===== src/rtl/unified_mem_arbiter.sv =====
// unified_mem_arbiter
//   Shares one single-ported memory (req/gnt/rvalid handshake) between the
//   instruction-fetch port and the data port of the core. One transaction is
//   outstanding at a time. Data has priority; a starvation counter forces a
//   fetch grant after STARVE_LIMIT consecutive data grants made while fetch
//   was waiting. Data accesses are lane-aligned: the address is word-aligned
//   and byte enables / write data / read data are shifted by addr[1:0].
//
// Ports
//   clk, rst                  clock (rising edge), synchronous active-high reset
//   i_req/i_addr              fetch request; i_rvalid/i_rdata response pulse + word
//   d_req/d_we/d_addr/
//   d_wdata/d_be              data request, right-justified data and enables
//   d_rvalid/d_rdata          data response pulse + right-justified load data
//   m_req/m_we/m_addr/
//   m_wdata/m_be              memory request, word-aligned and lane-shifted
//   m_gnt/m_rvalid/m_rdata    memory accept, response strobe, read word
//
// All memory-side and response outputs come straight from registers.

module unified_mem_arbiter #(
    parameter int STARVE_LIMIT = 4,
    parameter int ADDR_W       = 32
) (
    input  logic              clk,
    input  logic              rst,
    input  logic              i_req,
    input  logic [ADDR_W-1:0] i_addr,
    output logic              i_rvalid,
    output logic [31:0]       i_rdata,
    input  logic              d_req,
    input  logic              d_we,
    input  logic [ADDR_W-1:0] d_addr,
    input  logic [31:0]       d_wdata,
    input  logic [3:0]        d_be,
    output logic              d_rvalid,
    output logic [31:0]       d_rdata,
    output logic              m_req,
    output logic              m_we,
    output logic [ADDR_W-1:0] m_addr,
    output logic [31:0]       m_wdata,
    output logic [3:0]        m_be,
    input  logic              m_gnt,
    input  logic              m_rvalid,
    input  logic [31:0]       m_rdata
);

    typedef enum logic [1:0] {S_IDLE, S_REQ, S_RESP, S_DONE} state_t;

    localparam logic [3:0] LIMIT = 4'(STARVE_LIMIT);

    state_t            r_state;
    state_t            w_next;
    logic              r_owner_d;   // 1 = data port owns the current transaction
    logic [1:0]        r_off;       // data byte offset, kept for the load shift
    logic [3:0]        r_starve;
    logic              r_m_req;
    logic              r_m_we;
    logic [ADDR_W-1:0] r_m_addr;
    logic [31:0]       r_m_wdata;
    logic [3:0]        r_m_be;
    logic              r_i_rvalid;
    logic [31:0]       r_i_rdata;
    logic              r_d_rvalid;
    logic [31:0]       r_d_rdata;
    logic              w_grant_d;
    logic              w_grant_i;

    // Fetch addresses are always word-aligned on the bus; low bits are dropped.
    logic w_unused_ok;
    assign w_unused_ok = &{1'b0, i_addr[1:0]};

    // Data wins a tie unless fetch has waited through LIMIT data grants.
    always_comb begin
        w_grant_d = 1'b0;
        w_grant_i = 1'b0;
        if (d_req && !(i_req && r_starve == LIMIT))
            w_grant_d = 1'b1;
        else if (i_req)
            w_grant_i = 1'b1;
    end

    always_ff @(posedge clk) begin
        if (rst)
            r_state <= S_IDLE;
        else
            r_state <= w_next;
    end

    // DONE always returns to IDLE without arbitrating, so a requester that
    // drops req on seeing rvalid is never re-issued.
    always_comb begin
        w_next = r_state;
        case (r_state)
            S_IDLE:  if (w_grant_d || w_grant_i) w_next = S_REQ;
            S_REQ:   if (m_gnt)                  w_next = S_RESP;
            S_RESP:  if (m_rvalid)               w_next = S_DONE;
            S_DONE:                              w_next = S_IDLE;
            default:                             w_next = S_IDLE;
        endcase
    end

    always_ff @(posedge clk) begin
        if (rst) begin
            r_owner_d  <= 1'b0;
            r_off      <= '0;
            r_starve   <= '0;
            r_m_req    <= 1'b0;
            r_m_we     <= 1'b0;
            r_m_addr   <= '0;
            r_m_wdata  <= '0;
            r_m_be     <= '0;
            r_i_rvalid <= 1'b0;
            r_i_rdata  <= '0;
            r_d_rvalid <= 1'b0;
            r_d_rdata  <= '0;
        end else begin
            // Response strobes are single-cycle: set on the RESP->DONE edge only.
            r_i_rvalid <= 1'b0;
            r_d_rvalid <= 1'b0;
            case (r_state)
                S_IDLE: begin
                    if (!i_req || w_grant_i)
                        r_starve <= '0;
                    else if (w_grant_d && r_starve != 4'hF)
                        r_starve <= r_starve + 4'd1;

                    if (w_grant_d) begin
                        r_owner_d <= 1'b1;
                        r_off     <= d_addr[1:0];
                        r_m_req   <= 1'b1;
                        r_m_we    <= d_we;
                        r_m_addr  <= {d_addr[ADDR_W-1:2], 2'b00};
                        r_m_be    <= d_be << d_addr[1:0];
                        r_m_wdata <= d_wdata << {d_addr[1:0], 3'b000};
                    end else if (w_grant_i) begin
                        r_owner_d <= 1'b0;
                        r_off     <= '0;
                        r_m_req   <= 1'b1;
                        r_m_we    <= 1'b0;
                        r_m_addr  <= {i_addr[ADDR_W-1:2], 2'b00};
                        r_m_be    <= 4'hF;
                        r_m_wdata <= '0;
                    end
                end
                S_REQ: begin
                    if (m_gnt)
                        r_m_req <= 1'b0;
                end
                S_RESP: begin
                    if (m_rvalid) begin
                        if (r_owner_d) begin
                            r_d_rvalid <= 1'b1;
                            r_d_rdata  <= m_rdata >> {r_off, 3'b000};
                        end else begin
                            r_i_rvalid <= 1'b1;
                            r_i_rdata  <= m_rdata;
                        end
                    end
                end
                default: ;
            endcase
        end
    end

    assign m_req    = r_m_req;
    assign m_we     = r_m_we;
    assign m_addr   = r_m_addr;
    assign m_wdata  = r_m_wdata;
    assign m_be     = r_m_be;
    assign i_rvalid = r_i_rvalid;
    assign i_rdata  = r_i_rdata;
    assign d_rvalid = r_d_rvalid;
    assign d_rdata  = r_d_rdata;

endmodule

===== config.mk =====
export PLATFORM = sky130hd
export DESIGN_NAME = unified_mem_arbiter
export DESIGN_NICKNAME = d
export VERILOG_FILES = /design/src/rtl/unified_mem_arbiter.sv
export SDC_FILE = /design/constraint.sdc
export NUM_CORES = 1
export LEC_CHECK = 0
export ABC_AREA = 1
export CAP_MARGIN = 10
export CORE_MARGIN = 4
export CORE_UTILIZATION = 30
export CTS_BUF_LIST = sky130_fd_sc_hd__clkbuf_4 sky130_fd_sc_hd__clkbuf_8
export CTS_CLUSTER_SIZE = 40
export DETAILED_ROUTE_END_ITERATION = 10
export GPL_TIMING_DRIVEN = 0
export PLACE_DENSITY = 0.67
export SLEW_MARGIN = 20
export SYNTH_ARGS = -nofsm -noshare
export SYNTH_HDL_FRONTEND = slang
export SYNTH_SLANG_ARGS = --single-unit

===== constraint.sdc =====
create_clock -name clk -period 3.2 [get_ports clk]
set_input_delay 0.48 -clock clk [delete_from_list [all_inputs] [get_ports clk]]
set_output_delay 0.48 -clock clk [all_outputs]
set_load 0.02 [all_outputs]

==> impl_results.md, run 1 <==
- Outcome: finished clean
- Fin. Hold Viols: 0
- Clk_lat worst skew: 0.44 ns
- Count leader, synth: nand2_1
- Pre-antenna DRT Iters: 4
- Crit path DAT: 1.51 ns
- Max frequency: 503 MHz
- Crit-path leading delay family: buffers and inverters
- Ports: 275
- Yosys top cell area share: 0.431
- Gr usage total: 0.206
- Initial antenna violation count: 0
- Post-CTS sizing: 0
- First-pass GRT wire length: 39,900 um
- Worst R2R Start: r_starve[0]$_SDFFE_PP0P_
- Least-Margin Pin Slew: 0.705 ns
- CTS tree: done
- CTS root buf: clkbuf_8
- Core area: 21,800 um^2
- Pre-CTS setup slack: 0.921 ns
- Flop-to-flop setup slack: 1.33 ns
- VDD IR-drop max: 0.262 mV
- Number of synthesized flops with an enable pin: 0
- Fin. max-slew vios: 0
- Register area share after synthesis: 0.431
- Clock Pin Slew Worst Setup and Hold Paths: 0.08 ns
- Worst path cell trace: clkdlybuf4s50_1
- Sink Count: 143
- CP endpoint kind: output port
- Pwr Total: 6.36 mW
- Register-to-Register Path Depth: 10
- Total CTS buffers: 17
- Clk_skew: 0.0102 ns
- CTS Hold Buffers Added: 0
- Chip Width: 157 um
- Largest cells by area after synthesis: dfxtp_1, nand2_1, nor2_1, nand3_1, a21oi_1
- Final #Nets: 1,424
- CP startpoint kind: flip-flop
- Worst Setup Path Type: flip-flop to output port
- Synth top cells by count: nand2_1, dfxtp_1, nor2_1
- Final worst setup slack: 1.21 ns
- Synthesized cell area: 6640 um^2
- Avg Inst Size Synth: 6.70 um^2
- Max cap viols: 0
- Final setup TNS: 0 ns
- Fin crit share: 0.621
- Vias in the first global route: 7,264
- Library cells used by synthesis: 27
- H-tree levels: 4
- Layout Area Growth over Synthesis: 51.8%
- Final Routed Wirelength: 25,900 um
- Initial Util: 0.304
- Reg2reg end: m_addr[19]$_SDFFE_PP0P_
- Min-delay worst type: flip-flop to flip-flop
- PwrDens: 630 nW/um^2
- Gp weighted congestion: 0.953
- Final min period: 1.99 ns
- Worst-case hold path end point: m_wdata[2]$_SDFFE_PP0P_
- DPL Wire Length: 20,300 um
- Post-CTS setup buffers: 0
- Crit Path Max Fanout: 2
- Post-synthesis async set-or-reset flop share: 0
- WP data required: 2.72 ns
- Die Area: 24,600 um^2
- Final Util: 0.462
- Synth area leader: dfxtp_1
- Fillers: 2,266
- Critical path's slowest cell: clkdlybuf4s50_1
- Sw frac: 0.389
- Drc violations: 0
- Layout cells sized above 1: 0.0580
- Pleak: 4.25 nW
- Net switching power figure: 2.47 mW
- Drt wl/cell: 16.4 um
- Iter 0 DRT Violations: 356
- Antenna Nets Post-Route: 0
- Max_slew headroom: 0.530
- Number of placement rows: 54
- Ys Warns: 0
- Sequential share of power: 0.356
- Share of total power in the clock network: 0.233
- Ant. Diodes: 0
- Hold Path Depth: 2
- Post-synthesis cell count: 991
- Final setup viols: 0
- Number of port buffers: 269
- Largest net degree at the start of global routing: 17
- Crit path largest cell delay: 0.65 ns
- Ys flop type: dfxtp_1
- Critical Path Stages: 1
- RSZ-0062 raised after global routing: no
- Gr ovfl total: 0
- Routed vias: 7,354
- Worst Hold Launch: m_wdata[2]$_SDFFE_PP0P_
- Combinational fraction of design power: 0.411
- Yosys reg bits: 143
- Pint: 3.89 mW
- Crit path buf inv count: 1
- Clk buf depth: 2
- Via density: 4.68
- Die H: 157 um
registers in the layout, summed over array words and instances (netlist names), 2 cells and up:
register  count
r_starve      4
m_addr       30
r_state       2
d_rdata      32
m_wdata      32
i_rdata      32
m_be          4
r_off         2
power groups by stage:
stage | clock, mW | combinational (mW) | sequential, mW
3_3_place_gp | 0 | 2.59 | 2.30
3_5_place_dp | 0 | 2.63 | 2.30
2_1_floorplan | 0 | 1.13 | 2.62
6_report | 1.48 | 2.61 | 2.26
4_1_cts | 1.52 | 2.64 | 2.26
5_1_grt | 1.60 | 2.89 | 2.30
cells in the final DEF (no fill, tap or decap), drive strengths merged, types with 2 or more instances in the layout:
cell	instances
clkinv	4
a31oi	8
xor2	2
clkdlybuf4s50	269
ha	5
dfxtp	143
buf	35
conb	2
bufinv	2
nand2	277
o21ai	59
clkbuf	54
nor2	142
nand3	86
nand4	4
or2	6
clkinvlp	3
inv	85
a21boi	7
o211ai	26
o21a	7
a21oi	66
routing by layer:
layer	vias to the layer above	wire length, um	global-route usage
met3	26	2350	0.0747
met1	3321	11100	0.253
met2	261	11900	0.343
met5	-	0	0
li1	3746	-	-
met4	0	445	0.0550
metrics by stage:
stage	instances	hold WS (ns)	instance area (um^2)
CTS	1573	0.470	10100
detailed placement	1541	0.457	9690
finish	1573	0.467	10100
floorplan	992	0.471	6650
global placement	1541	0.451	9690
global route	1573	0.485	10100
worst reg2reg max path, delay by kind of cell (launching register included):
kind / cells / cell delay (ns)
adders and majority gates: 1 / 0.21
DFF: 1 / 0.38
buffers and inverters: 4 / 0.65
and+or+nand+nor: 5 / 0.58
final cells by class:
| cell class | instances | area, um^2 | area share |
|---|---|---|---|
| multi-input combinational | 698 | 3160 | 0.314 |
| timing repair buffer | 269 | 2690 | 0.267 |
| clock buffer | 18 | 241 | 0.0239 |
| clock inverter | 14 | 154 | 0.0153 |
| tap | 280 | 350 | 0.0347 |
| inverter | 80 | 300 | 0.0298 |
| sequential | 143 | 2860 | 0.284 |
| buffer | 71 | 320 | 0.0318 |
cells by family after synthesis:
group                    synth area share
flip-flops                          0.431
AO/OA/AOI/OAI                       0.149
adder cells (fa/ha/maj)           0.00942
buffers and inverters              0.0934
XOR/XNOR                          0.00264
AND/OR/NAND/NOR                     0.314
other                            0.000565
worst max path at each step:
stage          slack (ns)                       to                     start
2_1_floorplan        1.73  m_addr[27]$_SDFFE_PP0P_   r_state[0]$_SDFFE_PP0P_
3_3_place_gp         0.93  m_addr[19]$_SDFFE_PP0P_                     i_req
3_5_place_dp         0.92   m_addr[3]$_SDFFE_PP0P_                     i_req
4_1_cts              1.18                    m_req        m_req$_SDFFE_PP0P_
5_1_grt              1.11  m_addr[10]$_SDFFE_PP0P_  r_starve[0]$_SDFFE_PP0P_
6_report             1.21                    m_req        m_req$_SDFFE_PP0P_
(Power assumes the default switching activity.)
==> inputs of run 2 (changes only) <==
- clock period: 3.2 -> 1.9 ns (I/O delays scaled with it)
==> impl_results.md, run 2 (same netlist as run 1, synthesis figures left out) <==
- Combinational fraction of design power: 0.416
- Pre-antenna DRT Iters: 4
- Layout Area Growth over Synthesis: 52.6%
- Final Util: 0.465
- Commonest non-fill, non-tap cell in the layout: nand2_1
- Min-delay worst type: primary input to flip-flop
- Via density: 4.69
- Total CTS buffers: 17
- Least-Margin Pin Slew: 0.701 ns
- Number of placement rows: 54
- Pwr Total: 10.8 mW
- Antenna Nets Post-Route: 0
- Die Area: 24,600 um^2
- Max cap viols: 0
- Gr usage total: 0.206
- Net switching power figure: 4.18 mW
- Crit path buf inv count: 1
- Final #Nets: 1,426
- Initial Util: 0.304
- Clk_lat worst skew: 0.44 ns
- Vias in the first global route: 7,264
- Final setup viols: 0
- Gp weighted congestion: 0.953
- Pleak: 4.29 nW
- Gr ovfl total: 0
- VDD IR-drop max: 0.445 mV
- Flop-to-flop setup slack: 0.15 ns
- Fillers: 2,262
- Ant. Diodes: 0
- Max frequency: 559 MHz
- Pint: 6.60 mW
- Ports: 275
- Largest net degree at the start of global routing: 17
- Sequential share of power: 0.354
- Number of port buffers: 269
- Most frequent cells in the layout: nand2_1, clkdlybuf4s50_1, dfxtp_1
- H-tree levels: 4
- Critical path's slowest cell: clkdlybuf4s50_1
- Layout cells sized above 1: 0.0672
- Clock Pin Slew Worst Setup and Hold Paths: 0.09 ns
- CTS root buf: clkbuf_8
- Crit Path Max Fanout: 2
- Clk_skew: 0.0116 ns
- Crit path largest cell delay: 0.65 ns
- Worst path cell trace: clkdlybuf4s50_1
- DPL Wire Length: 20,300 um
- Drt wl/cell: 16.5 um
- Chip Width: 157 um
- Hold slack final: 0.415 ns
- Drc violations: 0
- CTS tree: done
- Iter 0 DRT Violations: 357
- RSZ-0062 raised after global routing: yes
- Worst Setup Path Type: flip-flop to output port
- WP data required: 1.62 ns
- Sink Count: 143
- Crit path DAT: 1.50 ns
- CTS Hold Buffers Added: 0
- Sw frac: 0.388
- Routed vias: 7,385
- Final min period: 1.79 ns
- Max_slew headroom: 0.533
- Outcome: finished clean
- First-pass GRT wire length: 39,900 um
- Fin. max-slew vios: 0
- PwrDens: 1060 nW/um^2
- Fin crit share: 0.941
- Initial antenna violation count: 0
- Crit-path leading delay family: buffers and inverters
- Clk buf depth: 2
- CP endpoint kind: output port
- Share of total power in the clock network: 0.230
- CP startpoint kind: flip-flop
- Core area: 21,800 um^2
- Final Routed Wirelength: 26,000 um
- Fin. Hold Viols: 0
- Final setup TNS: 0 ns
- Die H: 157 um
[run 2: cell count changes in the layout (fill, tap and decap cells not counted), moves of 2 or more]
cell      change
clkbuf_2      +8
buf_4         +2
clkbuf_1      -7
buf_2         -7
clkbuf_4      +6
[run 2: layer usage]
| metal | vias to the layer above | wire (um) | track usage |
|---|---|---|---|
| met5 | - | 0 | 0 |
| met4 | 0 | 449 | 0.0550 |
| met3 | 26 | 2470 | 0.0747 |
| met2 | 264 | 12000 | 0.343 |
| met1 | 3340 | 11100 | 0.253 |
| li1 | 3755 | - | - |
[run 2: final cells by class]
cell class	instances	area (um^2)	share of cell area
Clock buffer	18	241	0.0238
Tap cell	280	350	0.0346
Sequential cell	143	2860	0.282
Inverter	80	300	0.0296
Buffer	71	348	0.0343
Multi-Input combinational cell	699	3180	0.314
Timing Repair Buffer	270	2700	0.266
Clock inverter	14	154	0.0152
[run 2: stage by stage]
stage,std cells,instance area [um^2],setup WS [ns]
CTS,1573,10100,0.0201
global route,1575,10100,-0.0274
finish,1575,10100,0.111
detailed placement,1541,9690,-0.184
global placement,1541,9690,-0.180
floorplan,992,6650,0.432
[run 2: power by group through the flow]
stage / registers [mW] / logic (mW) / clock network, mW
6_report: 3.81 / 4.48 / 2.48
5_1_grt: 3.87 / 4.95 / 2.70
4_1_cts: 3.81 / 4.44 / 2.57
3_5_place_dp: 3.87 / 4.42 / 0
3_3_place_gp: 3.87 / 4.37 / 0
2_1_floorplan: 4.42 / 1.91 / 0
[run 2: final timing paths]
| check | from | to | cells past startpoint |
|---|---|---|---|
| hold reg to reg | m_wdata[2]$_SDFFE_PP0P_ | m_wdata[2]$_SDFFE_PP0P_ | 2 |
| setup reg to reg | r_state[0]$_SDFFE_PP0P_ | d_rdata[0]$_SDFFE_PP0P_ | 8 |
| hold / removal | d_we | m_we$_SDFFE_PP0P_ | 3 |
| setup / recovery | m_req$_SDFFE_PP0P_ | m_req | 1 |
[run 2: what timing repair did]
action	4_1_cts	5_1_grt
gates resized for setup	0	26
setup endpoints to repair	0	104
buffers inserted	0	1
[run 2: tightest hold or removal path, cell delays in order]
cell	delay (ns)
clkdlybuf4s50_1	0.41
nand2_1	0.07
a21oi_1	0.05
